==> src/rtl/frame_stream_source_pkg.sv <==
// Shared state encoding and sizing constants for the frame stream source.
package frame_stream_source_pkg;

  typedef enum logic [2:0] {
    IDLE,
    START,
    GAP,
    STREAM,
    FLUSH
  } state_e;

  localparam int FIFO_DEPTH = 2;
  localparam int GAP_CYCLES = 2;

endpackage

==> src/rtl/stream_skid_fifo.sv <==
// Two-entry FIFO between the frame-RAM read port and the pixel stream.
// Head data is visible combinationally; push is ignored when full, pop when empty.
module stream_skid_fifo
  import frame_stream_source_pkg::*;
#(
  parameter int W = 24
) (
  input  logic         clk_i,
  input  logic         rst_ni,
  input  logic         push_i,
  input  logic         pop_i,
  input  logic [W-1:0] dat_i,
  output logic         full_o,
  output logic         empty_o,
  output logic [W-1:0] head_o
);

  localparam logic [1:0] DEPTH = 2'(FIFO_DEPTH);

  logic [W-1:0] mem_q [FIFO_DEPTH];
  logic         wr_ptr_q;
  logic         rd_ptr_q;
  logic [1:0]   cnt_q;
  logic [1:0]   cnt_d;
  logic         do_push;
  logic         do_pop;

  assign full_o  = (cnt_q == DEPTH);
  assign empty_o = (cnt_q == 2'd0);
  assign do_push = push_i && !full_o;
  assign do_pop  = pop_i && !empty_o;
  assign head_o  = mem_q[rd_ptr_q];

  always_comb begin
    cnt_d = cnt_q;
    if (do_push && !do_pop) begin
      cnt_d = cnt_q + 2'd1;
    end else if (do_pop && !do_push) begin
      cnt_d = cnt_q - 2'd1;
    end
  end

  // Storage is cleared on reset so the stream data output reads zero.
  always_ff @(posedge clk_i or negedge rst_ni) begin
    if (!rst_ni) begin
      for (int i = 0; i < FIFO_DEPTH; i++) begin
        mem_q[i] <= '0;
      end
      wr_ptr_q <= 1'b0;
      rd_ptr_q <= 1'b0;
      cnt_q    <= 2'd0;
    end else begin
      if (do_push) begin
        mem_q[wr_ptr_q] <= dat_i;
        wr_ptr_q        <= ~wr_ptr_q;
      end
      if (do_pop) begin
        rd_ptr_q <= ~rd_ptr_q;
      end
      cnt_q <= cnt_d;
    end
  end

endmodule

==> src/rtl/frame_stream_source.sv <==
// Streams one frame from a 1-cycle-latency RAM into the scaler input, one pixel per cycle.
// FRAME_STREAM_SOURCE_GRAY_EN: RAM holds one channel, replicated into all channels of dIn.
module frame_stream_source
  import frame_stream_source_pkg::*;
#(
  parameter int DATA_WIDTH  = 8,
  parameter int CHANNELS    = 3,
  parameter int X_RES_WIDTH = 11,
  parameter int Y_RES_WIDTH = 11,
  parameter int ADDR_WIDTH  = 20,
`ifdef FRAME_STREAM_SOURCE_GRAY_EN
  localparam int MEM_W = DATA_WIDTH
`else
  localparam int MEM_W = DATA_WIDTH * CHANNELS
`endif
) (
  input  logic                           clk,
  input  logic                           rst,
  input  logic                           frameReq,
  input  logic [X_RES_WIDTH-1:0]         xRes,
  input  logic [Y_RES_WIDTH-1:0]         yRes,
  input  logic [ADDR_WIDTH-1:0]          baseAddr,
  output logic [ADDR_WIDTH-1:0]          memAddr,
  output logic                           memRd,
  input  logic [MEM_W-1:0]               memData,
  output logic                           start,
  output logic [DATA_WIDTH*CHANNELS-1:0] dIn,
  output logic                           dInValid,
  input  logic                           nextDin,
  output logic                           busy,
  output logic                           frameDone
);

  localparam int         CW       = X_RES_WIDTH + Y_RES_WIDTH;
  localparam logic [1:0] DEPTH    = 2'(FIFO_DEPTH);
  localparam logic [1:0] GAP_LAST = 2'(GAP_CYCLES - 1);

  state_e                 state_q, state_d;
  logic [X_RES_WIDTH-1:0] x_q, x_d;
  logic [Y_RES_WIDTH-1:0] y_q, y_d;
  logic [ADDR_WIDTH-1:0]  addr_q, addr_d;
  logic [CW-1:0]          rd_idx_q, rd_idx_d;
  logic [CW-1:0]          xf_idx_q, xf_idx_d;
  logic [CW-1:0]          last_idx;
  logic                   rd_done_q, rd_done_d;
  logic                   done_q, done_d;
  logic                   pend_q;
  logic [1:0]             gap_q, gap_d;
  logic [1:0]             used;
  logic                   fifo_full;
  logic                   fifo_empty;
  logic                   pop;
  logic                   credit_ok;
  logic [MEM_W-1:0]       head;

  // Index of the final pixel, (x+1)*(y+1)-1, which always fits in CW bits.
  assign last_idx = CW'(x_q) * CW'(y_q) + CW'(x_q) + CW'(y_q);

  assign used      = (fifo_full ? 2'd2 : {1'b0, !fifo_empty}) + {1'b0, pend_q};
  // A pixel leaving this cycle frees its slot in time for a read issued now.
  assign credit_ok = (used < DEPTH) || (pop && (used == DEPTH));

  assign memRd     = ((state_q == GAP) || (state_q == STREAM)) && !rd_done_q && credit_ok;
  assign memAddr   = addr_q;
  assign dInValid  = ((state_q == STREAM) || (state_q == FLUSH)) && !fifo_empty;
  assign pop       = dInValid && nextDin;
  assign start     = (state_q == START);
  assign busy      = (state_q != IDLE);
  assign frameDone = done_q;

`ifdef FRAME_STREAM_SOURCE_GRAY_EN
  assign dIn = {CHANNELS{head}};
`else
  assign dIn = head;
`endif

  stream_skid_fifo #(
    .W (MEM_W)
  ) u_fifo (
    .clk_i   (clk),
    .rst_ni  (rst),
    .push_i  (pend_q),
    .pop_i   (pop),
    .dat_i   (memData),
    .full_o  (fifo_full),
    .empty_o (fifo_empty),
    .head_o  (head)
  );

  always_comb begin
    state_d   = state_q;
    x_d       = x_q;
    y_d       = y_q;
    addr_d    = addr_q;
    rd_idx_d  = rd_idx_q;
    xf_idx_d  = xf_idx_q;
    rd_done_d = rd_done_q;
    gap_d     = gap_q;
    done_d    = 1'b0;

    if (memRd) begin
      addr_d   = addr_q + ADDR_WIDTH'(1);
      rd_idx_d = rd_idx_q + CW'(1);
      if (rd_idx_q == last_idx) begin
        rd_done_d = 1'b1;
      end
    end
    if (pop) begin
      xf_idx_d = xf_idx_q + CW'(1);
    end

    case (state_q)
      IDLE: begin
        if (frameReq) begin
          state_d   = START;
          x_d       = xRes;
          y_d       = yRes;
          addr_d    = baseAddr;
          rd_idx_d  = '0;
          xf_idx_d  = '0;
          rd_done_d = 1'b0;
        end
      end
      START: begin
        state_d = GAP;
        gap_d   = 2'd0;
      end
      GAP: begin
        gap_d = gap_q + 2'd1;
        if (gap_q == GAP_LAST) begin
          state_d = rd_done_d ? FLUSH : STREAM;
        end
      end
      STREAM: begin
        if (rd_done_d) begin
          state_d = FLUSH;
        end
      end
      FLUSH: begin
        // frameDone is raised while still busy so a same-cycle request is ignored.
        if (done_q) begin
          state_d = IDLE;
        end else if (pop && (xf_idx_q == last_idx)) begin
          done_d = 1'b1;
        end
      end
      default: state_d = IDLE;
    endcase
  end

  always_ff @(posedge clk or negedge rst) begin
    if (!rst) begin
      state_q   <= IDLE;
      x_q       <= '0;
      y_q       <= '0;
      addr_q    <= '0;
      rd_idx_q  <= '0;
      xf_idx_q  <= '0;
      rd_done_q <= 1'b0;
      done_q    <= 1'b0;
      gap_q     <= 2'd0;
      pend_q    <= 1'b0;
    end else begin
      state_q   <= state_d;
      x_q       <= x_d;
      y_q       <= y_d;
      addr_q    <= addr_d;
      rd_idx_q  <= rd_idx_d;
      xf_idx_q  <= xf_idx_d;
      rd_done_q <= rd_done_d;
      done_q    <= done_d;
      gap_q     <= gap_d;
      pend_q    <= memRd;
    end
  end

endmodule
==> config.mk <==
export PLATFORM = sky130hd
export DESIGN_NAME = frame_stream_source
export DESIGN_NICKNAME = d
export VERILOG_FILES = /design/src/rtl/frame_stream_source_pkg.sv /design/src/rtl/stream_skid_fifo.sv /design/src/rtl/frame_stream_source.sv
export SDC_FILE = /design/constraint.sdc
export NUM_CORES = 1
export LEC_CHECK = 0
export CORE_ASPECT_RATIO = 1.5
export CORE_MARGIN = 2
export CORE_UTILIZATION = 50
export CTS_BUF_LIST = sky130_fd_sc_hd__clkbuf_8
export DETAILED_ROUTE_END_ITERATION = 16
export DONT_BUFFER_PORTS = 1
export PLACE_DENSITY = 0.71
export SLEW_MARGIN = 15
export SYNTH_ARGS = -nofsm -noshare
export SYNTH_HDL_FRONTEND = slang
export SYNTH_SLANG_ARGS = --single-unit
==> constraint.sdc <==
create_clock -name clk -period 13.1 [get_ports clk]
set_clock_uncertainty 0.05 [all_clocks]
set_input_delay 1.31 -clock clk [delete_from_list [all_inputs] [get_ports clk]]
set_output_delay 1.31 -clock clk [all_outputs]
set_load 0.02 [all_outputs]
Word-level counts from Yosys, hierarchy flattened
Cells that the tools add are included.
{ "totals": {"out_inout_bits": 49, "reg_bits": 146, "input_bits": 70, "wordCells": 104} }
{ "classes": {"n_bitwise": 4, "mux": 32, "reduce_logical": 26, "addsub": 9, "multipliers": 1, "n_eq_ne": 13, "magnitude_cmp": 4} }
{ "ops": {"columns": ["operator", "n"], "rows": [
  ["2-to-1 mux 22 bit", 6],
  ["2-to-1 mux 24 bit", 4],
  ["2-to-1 mux 20 bit", 3],
  ["bitwise mux 48 bit", 1],
  ["adder 22 x 1 -> 22 bit (second input constant)", 2],
  ["adder 22 x 11 -> 22 bit", 2],
  ["equality test 22 bit", 2],
  ["demux 24 bit (select 1 bit)", 1],
  ["multiplier 11 x 11 -> 22 bit", 1],
  ["adder 20 x 1 -> 20 bit (second input constant)", 1],
  ["2-to-1 mux 3 bit", 5],
  ["one-hot mux 3 bit (5 select lines)", 1],
  ["logical AND 1 bit", 11],
  ["2-to-1 mux 1 bit", 7],
  ["equality test 3 x 2 -> 1 bit (second input constant)", 2],
  ["2-to-1 mux 2 bit", 3],
  ["logical NOT 1 bit", 5],
  ["adder 2 x 1 -> 2 bit (second input constant)", 2],
  ["equality test 2 bit (second input constant)", 2],
  [">= comparator 2 bit (second input constant)", 2],
  ["!= test 2 x 1 -> 1 bit (second input constant)", 2],
  ["!= test 2 bit (second input constant)", 2],
  ["inverter 1 -> 2 bit", 2],
  ["one-hot mux 2 bit (2 select lines)", 1],
  ["other kinds (15)", 19]
]} }

Logic depth before layout (Yosys ltp)
Gate-level depths: netlist of run 1.
{ "logic_depth": {"ltp_word": 12, "depth_mapped": 23, "mapped_depth_nobuf": 22} }

Hierarchy
A second synthesis of run 1 with hierarchy kept.
{ "unflattened": {"cells_unflattened": 1216, "hier_area_um2": 12126.6} }
{ "by_module_without_submodules": {"columns": ["module", "n_inst", "cells_per_inst", "seq_area_each_um2", "area_per_inst_um2"], "rows": [
  ["frame_stream_source", 1, 1070, 2352.3, 9838.2],
  ["stream_skid_fifo", 1, 146, 1301.2, 2288.4]
]} }

Worst setup path after synthesis of run 1
No wires, ideal clock.
{ "synth_timing": {"kind": "register to register", "from": "reg x_q[6]", "to": "reg state_q[0]", "t_arrival_ns": 5.635, "stages_incl_launch_ff": 20, "setup_slack_ns": 7.295, "synth_period_minus_slack_ns": 5.805, "cell_sequence": "dfrtp_1 -> clkbuf_1 -> and2_1 -> fa_1 -> fa_1 -> inv_1 -> fa_1 -> fa_1 -> fa_1 -> inv_1 -> ha_1 -> clkbuf_1 -> nand3_1 -> nand3_4 -> a31oi_4 -> xnor3_1 -> or4_1 -> nor4_1 -> nand4_1 -> a31o_1"} }
{ "synth_via": {"elab_chain_cells": 9} }
{ "synth_rtl": {"columns": ["item", "line_no", "rtl"], "rows": [
  ["start: declaration", "frame_stream_source.sv:39", "logic [X_RES_WIDTH-1:0] x_q, x_d;"],
  ["start signal: assignment", "frame_stream_source.sv:154", "x_q <= '0;"],
  ["start signal: assignment", "frame_stream_source.sv:165", "x_q <= x_d;"],
  ["multiplier 11 x 11 -> 22 bit", "frame_stream_source.sv:57", "assign last_idx = CW'(x_q) * CW'(y_q) + CW'(x_q) + CW'(y_q);"],
  ["adder 22 x 11 -> 22 bit * (2 in series)", "frame_stream_source.sv:57", null],
  ["equality test 22 bit *", "frame_stream_source.sv:104", "if (rd_idx_q == last_idx) begin"],
  ["2-to-1 mux 1 bit *", "frame_stream_source.sv:104", null],
  ["2-to-1 mux 1 bit *", "frame_stream_source.sv:101", "if (memRd) begin"],
  ["2-to-1 mux 3 bit", "frame_stream_source.sv:131", "state_d = rd_done_d ? FLUSH : STREAM;"],
  ["2-to-1 mux 3 bit", "frame_stream_source.sv:130", "if (gap_q == GAP_LAST) begin"],
  ["one-hot mux 3 bit (5 select lines)", "frame_stream_source.sv:112", "case (state_q)"],
  ["end signal: assignment", "frame_stream_source.sv:164", "state_q <= state_d;"],
  ["end: declaration", "frame_stream_source.sv:38", "state_e state_q, state_d;"]
]} }
Every way passes the cells marked *; elsewhere a longest branch is shown, timed or not. The select of a mux whose other input is x is not followed.
A chain may end at the register's enable or synchronous reset.

Worst setup path in the final report of run 1
{ "layout_timing": {"from": "reg x_q[3]", "to": "reg state_q[0]"} }
Same word-level chain as after synthesis.

==> results of run 1 <==
## synth_stat cells (4+ instances only)
master	count	area [um2]
and2_1	64	400
or3_1	9	56.3
and3_1	13	81.3
a21o_1	7	52.6
ha_1	65	813
a21oi_1	24	120
dfrtp_1	146	3650
buf_1	8	30.0
a311oi_1	4	35.0
inv_1	131	492
nor2_1	75	282
clkbuf_1	43	161
buf_2	5	25.0
and4_1	4	35.0
o21ai_0	40	200
a31oi_1	5	31.3
nor4_1	6	37.5
nor3_1	9	45.0
mux2_2	90	1010
nand3_1	27	135
xor2_1	60	526
xnor2_1	56	490
fa_1	102	2040
nand2_1	136	510
nand4_1	13	81.3
## critical path, stage by stage, from the launching register on
cell and delay [ps]:
dfrtp_1 680, nand2_1 170, fa_1 540, fa_1 440, fa_1 570, fa_1 440
fa_1 550, inv_1 40, ha_1 460, a21oi_2 350, nand3_4 130, a31oi_4 230
xnor3_1 250, or4_1 570, nor4_1 290, nand4_1 260, a31o_1 280
## final timing paths
| check | startpoint | to | slack [ps] | cells past startpoint |
|---|---|---|---|---|
| hold / removal | u_fifo.cnt_q[1] | u_fifo.cnt_q[1] | 450 | 1 |
| min in group asynchronous | rst | x_q[1] | 480 | 0 |
| setup / recovery | x_q[3] | state_q[0] | 6670 | 16 |
| setup reg to reg | x_q[3] | state_q[0] | 6670 | 16 |
| hold reg to reg | u_fifo.cnt_q[1] | u_fifo.cnt_q[1] | 450 | 1 |
| max in group asynchronous | rst | u_fifo.mem_q[21] | 12300 | 0 |
## routing by layer
layer | GRT usage, % | up-vias
li1 | - | 3836
met1 | 23.7 | 4056
met2 | 35.9 | 208
met3 | 4.97 | 44
met4 | 8.11 | 0
met5 | 0 | -
## cells by family (layout without fill, tap and decap cells)
logic type | Yosys count | after routing | synth area share [%]
multiplexers | 92 | 92 | 8.66
AND/OR/NAND/NOR | 375 | 375 | 15.3
XOR/XNOR | 120 | 120 | 9.29
other | 1 | 3 | 0.0314
buffers and inverters | 188 | 166 | 6.00
flip-flops | 146 | 146 | 30.6
AO/OA/AOI/OAI | 112 | 112 | 6.16
adder cells (fa/ha/maj) | 167 | 167 | 23.9
## layout make-up
type | instances | area, um2 | area share [%]
Multi-Input combinational cell | 867 | 7580 | 60.3
Sequential cell | 146 | 3650 | 29.1
Inverter | 131 | 492 | 3.91
Tap cell | 319 | 399 | 3.18
Clock buffer | 17 | 234 | 1.86
Clock inverter | 15 | 176 | 1.40
Timing Repair Buffer | 3 | 22.5 | 0.179
Antenna cell | 2 | 5.00 | 0.0398
## stage by stage
stage | hold slack (ps) | util (%)
after floorplan | 415 | -
after global placement | 431 | 51.5
after detailed placement | 430 | 51.5
after CTS | 444 | 53.3
after global routing | 454 | 53.3
final | 452 | 53.3
## flip-flops by register name, indices dropped and copies added, names as in the netlist, 2 cells and up
| register | flops |
|---|---|
| y_q | 11 |
| state_q | 3 |
| gap_q | 2 |
| memAddr | 20 |
| xf_idx_q | 22 |
| u_fifo.cnt_q | 2 |
| rd_idx_q | 22 |
| x_q | 11 |
| u_fifo.mem_q | 48 |
==> reports/metrics.yaml, run 1 <==
setup_path:
  worst_ep_required_time_ps: 13390
  crit_fanout: 13
  cp.arrival_ps: 6720
  path_class: "flip-flop to flip-flop"
  startpoint_type: "flip-flop"
  end_kind: "flip-flop"
finish:
  layout_common_cells: "dfrtp_1, nand2_1, inv_1, fa_1, mux2_2"
  layout_commonest_cell: "dfrtp_1"
  area_growth_pct: 5.30
  fin_cells: 1500
  drive_above_1_share_pct: 11.7
  stdcell_area_um2: 12600
  nFillCells: 2125
  finalNetCount: 1403
sta:
  fin_crit_sh_pct: 49.0
  worstMarginPinSlew_ps: 1090
  rsz0062_at_grt: "false"
  maxSlewHeadroom_pct: 27.5
  finalSetupViolCount: 0
  finalWorstSetupSlack_ps: 6670
  hold_viol_final: 0
  finalSetupTns_ps: 0
  slew_viol_final: 0
  fmax_ghz: 0.156
  period_needed_ps: 6430
place:
  place_area_um2: 12100
  io_buffers: 0
  place_congestion: 0.819
  hpwlAfterDp_mm: 18.7
  place_ws_ps: 6710
  dp.cells: 1466
clock_tree:
  post_cts_resized: 0
  clkSlewWorstSetupHoldPaths_ps: 100
  htree_levels: 4
  cts-root-buf: "clkbuf_8"
  clock_latency_ps: 460
  cts_buffers: 17
  clock_sinks: 146
  cts_tree: "built"
  cts_hold_buf: 0
  postCtsSetupBuffers: 0
  cts.path.max_buffers: 2
drt:
  wl_met3_mm: 1.14
  highest_layer: "met4"
  wl_met1_mm: 9.74
  wl_met2_mm: 13.2
  postRouteAntennaNets: 0
  dr.pass1.iters: 5
  drc_errors: 0
  wl_mm: 24.7
  viasPerCell: 5.43
  drtIter0Drc: 333
  vias: 8144
  wl_per_cell_um: 16.5
floorplanning:
  io_pins: 119
  rows: 69
  core_area_um2: 23600
  start_util_pct: 50.6
  die_w_um: 130
  die_h_um: 193
  die_area_um2: 25100
global_route:
  overflow: 0
  grt_start_max_net_pins: 147
  antenna_found_initial: 2
  grt_pass1_vias: 8497
  grt_pass1_wl_mm: 40.8
  grt_usage_pct: 20.4
yosys:
  synth_area_um2: 11900
  ys_warn_count: 0
  synth-edff-count: 0
  yosysSeqAreaShare_pct: 30.6
  synth_fp_nets: 1438
  synthCells: 1201
  synth_flop_cell: "dfrtp_1"
  synthDistinctLibCells: 67
  synth-async-reset-ratio_pct: 100
  ys_ff_latch: 146
  syn_area_per_cell_um2: 9.93
outcome:
  status: "completed"
worst_hold_path:
  holdCritPathClass: "flip-flop to flip-flop"
job:
  max_cap_viol_count: 0
Power of run 1 is left out: the tool's default activity adds up to more than one toggle a clock period on the data nets, which glitch-free logic cannot reach.
==> inputs of run 2 (changes only) <==
PLACE_DENSITY = 0.74   (was 0.71)
clock period = 5.7 ns   (was 13.1 ns; I/O delays follow)
==> reports/metrics.yaml, run 2 (synthesized netlist as in run 1, its figures left out) <==
outcome:
  status: "complete, but fails checks"
  violations: "hold timing, setup timing"
finish:
  utilization_pct: 59.8  # +6.5 points
  area_growth_pct: 18.2
  layout_common_cells: "nand2_1, dfrtp_1, inv_1, buf_4, fa_1"
  largest_reg_flops: 48  # unchanged
  drive_above_1_share_pct: 25.7  # +14 points
  reg_top3: "u_fifo.mem_q (48), rd_idx_q (22), xf_idx_q (22)"
  fin_cells: 1635  # +9.0%
  finalNetCount: 1540  # +9.8%
  n_antenna_cell: 0  # -2
  largest_register: "u_fifo.mem_q"
floorplanning:
  io_pins: 119  # unchanged
  die_h_um: 193  # unchanged
  die_area_um2: 25100  # unchanged
  rows: 69  # unchanged
  core_area_um2: 23600  # unchanged
  start_util_pct: 50.6  # unchanged
  die_w_um: 130  # unchanged
drt:
  wl_met1_mm: 10.5  # +8.2%
  wl_met2_mm: 15.3  # +16%
  dr.pass1.iters: 7  # +2
  viasPerCell: 5.41  # -0.34%
  drtIter0Drc: 505  # +52%
  wl_mm: 28.2  # +14%
  wl_met3_mm: 1.56  # +37%
  wl_per_cell_um: 17.3  # +4.9%
  highest_layer: "met5"
  vias: 8847  # +8.6%
  drc_errors: 0  # unchanged
  postRouteAntennaNets: 0  # unchanged
setup_path:
  end_kind: "flip-flop"
  crit_chain: "buf_4 -> and2_1 -> ha_1 -> inv_1 -> fa_1 -> fa_1 -> fa_1 -> fa_1 -> inv_1 -> ha_4 -> buf_4 -> a21oi_4 -> nand3_4 -> a31oi_4 -> xnor3_1 -> or4_1 -> nor4_2 -> nand4_1 -> buf_6 -> a31o_1"
  cp.arrival_ps: 6260  # -460 ps
  worstRegToRegCells: 20  # +4
  worst_ep_required_time_ps: 6010  # -7380 ps
  worst_path_max_delay_cell: "dfrtp_1"
  cp_common_cell: "fa_1"
  reg2reg_slack_ps: -250  # -6930 ps
  rr_startpoint: "y_q[5]"
  worst_r2r_endpoint: "state_q[0]"
  crit_fanout: 8  # -5
  max_stage_delay_ps: 610  # -70 ps
  path_class: "flip-flop to flip-flop"
  startpoint_type: "flip-flop"
clock_tree:
  cts_tree: "built"
  clock_latency_ps: 460  # about the same
  cts_buffers: 17  # unchanged
  clkSlewWorstSetupHoldPaths_ps: 90  # about the same
  cts-root-buf: "clkbuf_8"
  cts.path.max_buffers: 2  # unchanged
  htree_levels: 4  # unchanged
  clock_sinks: 146  # unchanged
sta:
  hold_viol_final: 6  # +6
  maxSlewHeadroom_pct: 28.3  # +0.86 points
  rsz0062_at_grt: "true"
  finalWorstSetupSlack_ps: -251  # -6930 ps
  hold_slack_ps: -7.20  # -459 ps
  finalSetupViolCount: 5  # +5
  fin_crit_sh_pct: 104  # +55 points
  slew_viol_final: 0  # unchanged
  period_needed_ps: 5950  # -474 ps
  fmax_ghz: 0.168  # +8.0%
  worstMarginPinSlew_ps: 1080  # -12.8 ps
place:
  io_buffers: 0  # unchanged
  dp.cells: 1576  # +7.5%
  place_ws_ps: -403  # -7120 ps
  hpwlAfterDp_mm: 19.9  # +6.3%
  place_congestion: 0.859  # +5.0%
global_route:
  overflow: 0  # unchanged
  grt_pass1_vias: 9129  # +7.4%
  grt_pass1_wl_mm: 43.8  # +7.2%
  grt_usage_pct: 22.1  # +1.7 points
  grt_start_max_net_pins: 147  # unchanged
  antenna_found_initial: 1  # -1
worst_hold_path:
  holdCritPathClass: "input pin to asynchronous set/reset pin"
job:
  max_cap_viol_count: 0  # unchanged
run 2: cell count changes in the layout (fill, tap and decap cells not counted), sizes merged:
cell    before  now
clkbuf      17   19
bufinv       0    2
buf          3  140
diode        2    0
clkinv       5    6
inv        141  136
run 2: worst max-delay path by stage:
stage	from	endpoint	cells after the start
5_1_grt	y_q[0]	state_q[0]	24
2_1_floorplan	x_q[8]	state_q[0]	19
4_1_cts	x_q[3]	state_q[0]	21
6_report	y_q[5]	state_q[0]	20
3_3_place_gp	x_q[5]	state_q[0]	17
3_5_place_dp	x_q[5]	state_q[0]	17
run 2: metrics by stage:
stage / TNS [ps] / hold WS (ps) / area (um2)
CTS: -386 / 60.0 / 13800
floorplan: 0 / 224 / 12000
global route: -1960 / 56.5 / 14100
global placement: -1140 / 227 / 13000
finish: -831 / -7.20 / 14100
detailed placement: -1530 / 227 / 13000
run 2: cell type report:
type	instances	area, um2
clock buffers	19	262
inverters	131	492
well taps	319	399
clock inverters	13	148
fillers	1863	9470
flip-flops and latches	146	3670
repair buffers	140	1170
multi-input cells	867	7960
run 2: layer usage:
layer / vias up / GRT usage (%)
li1: 4111 / -
met1: 4396 / 25.8
met2: 277 / 40.0
met3: 61 / 4.86
met4: 2 / 6.99
met5: - / 0
run 2: timing repair:
item	in CTS	in global routing
gates resized for setup	48	35
pin swaps	43	38
hold buffers	1	0
setup endpoints to repair	5	5
buffers inserted	19	8
hold endpoints to repair	146	0
run 2: critical path: cells and delay by family, from the launching register on:
kind / cells / cell delay (ps)
compound gates: 3 / 570
xor+xnor: 1 / 240
fa+ha+maj: 6 / 2410
buf+inv: 5 / 710
flops: 1 / 610
simple gates: 5 / 1250
Power of run 2 is left out for the same reason.
==> inputs of run 3 (changes only) <==
SLEW_MARGIN = 20   (was 15)
==> results of run 3 <==
No change in the layout: final DEF, timing and power equal those of run 2.
Power of run 3 is left out for the same reason.
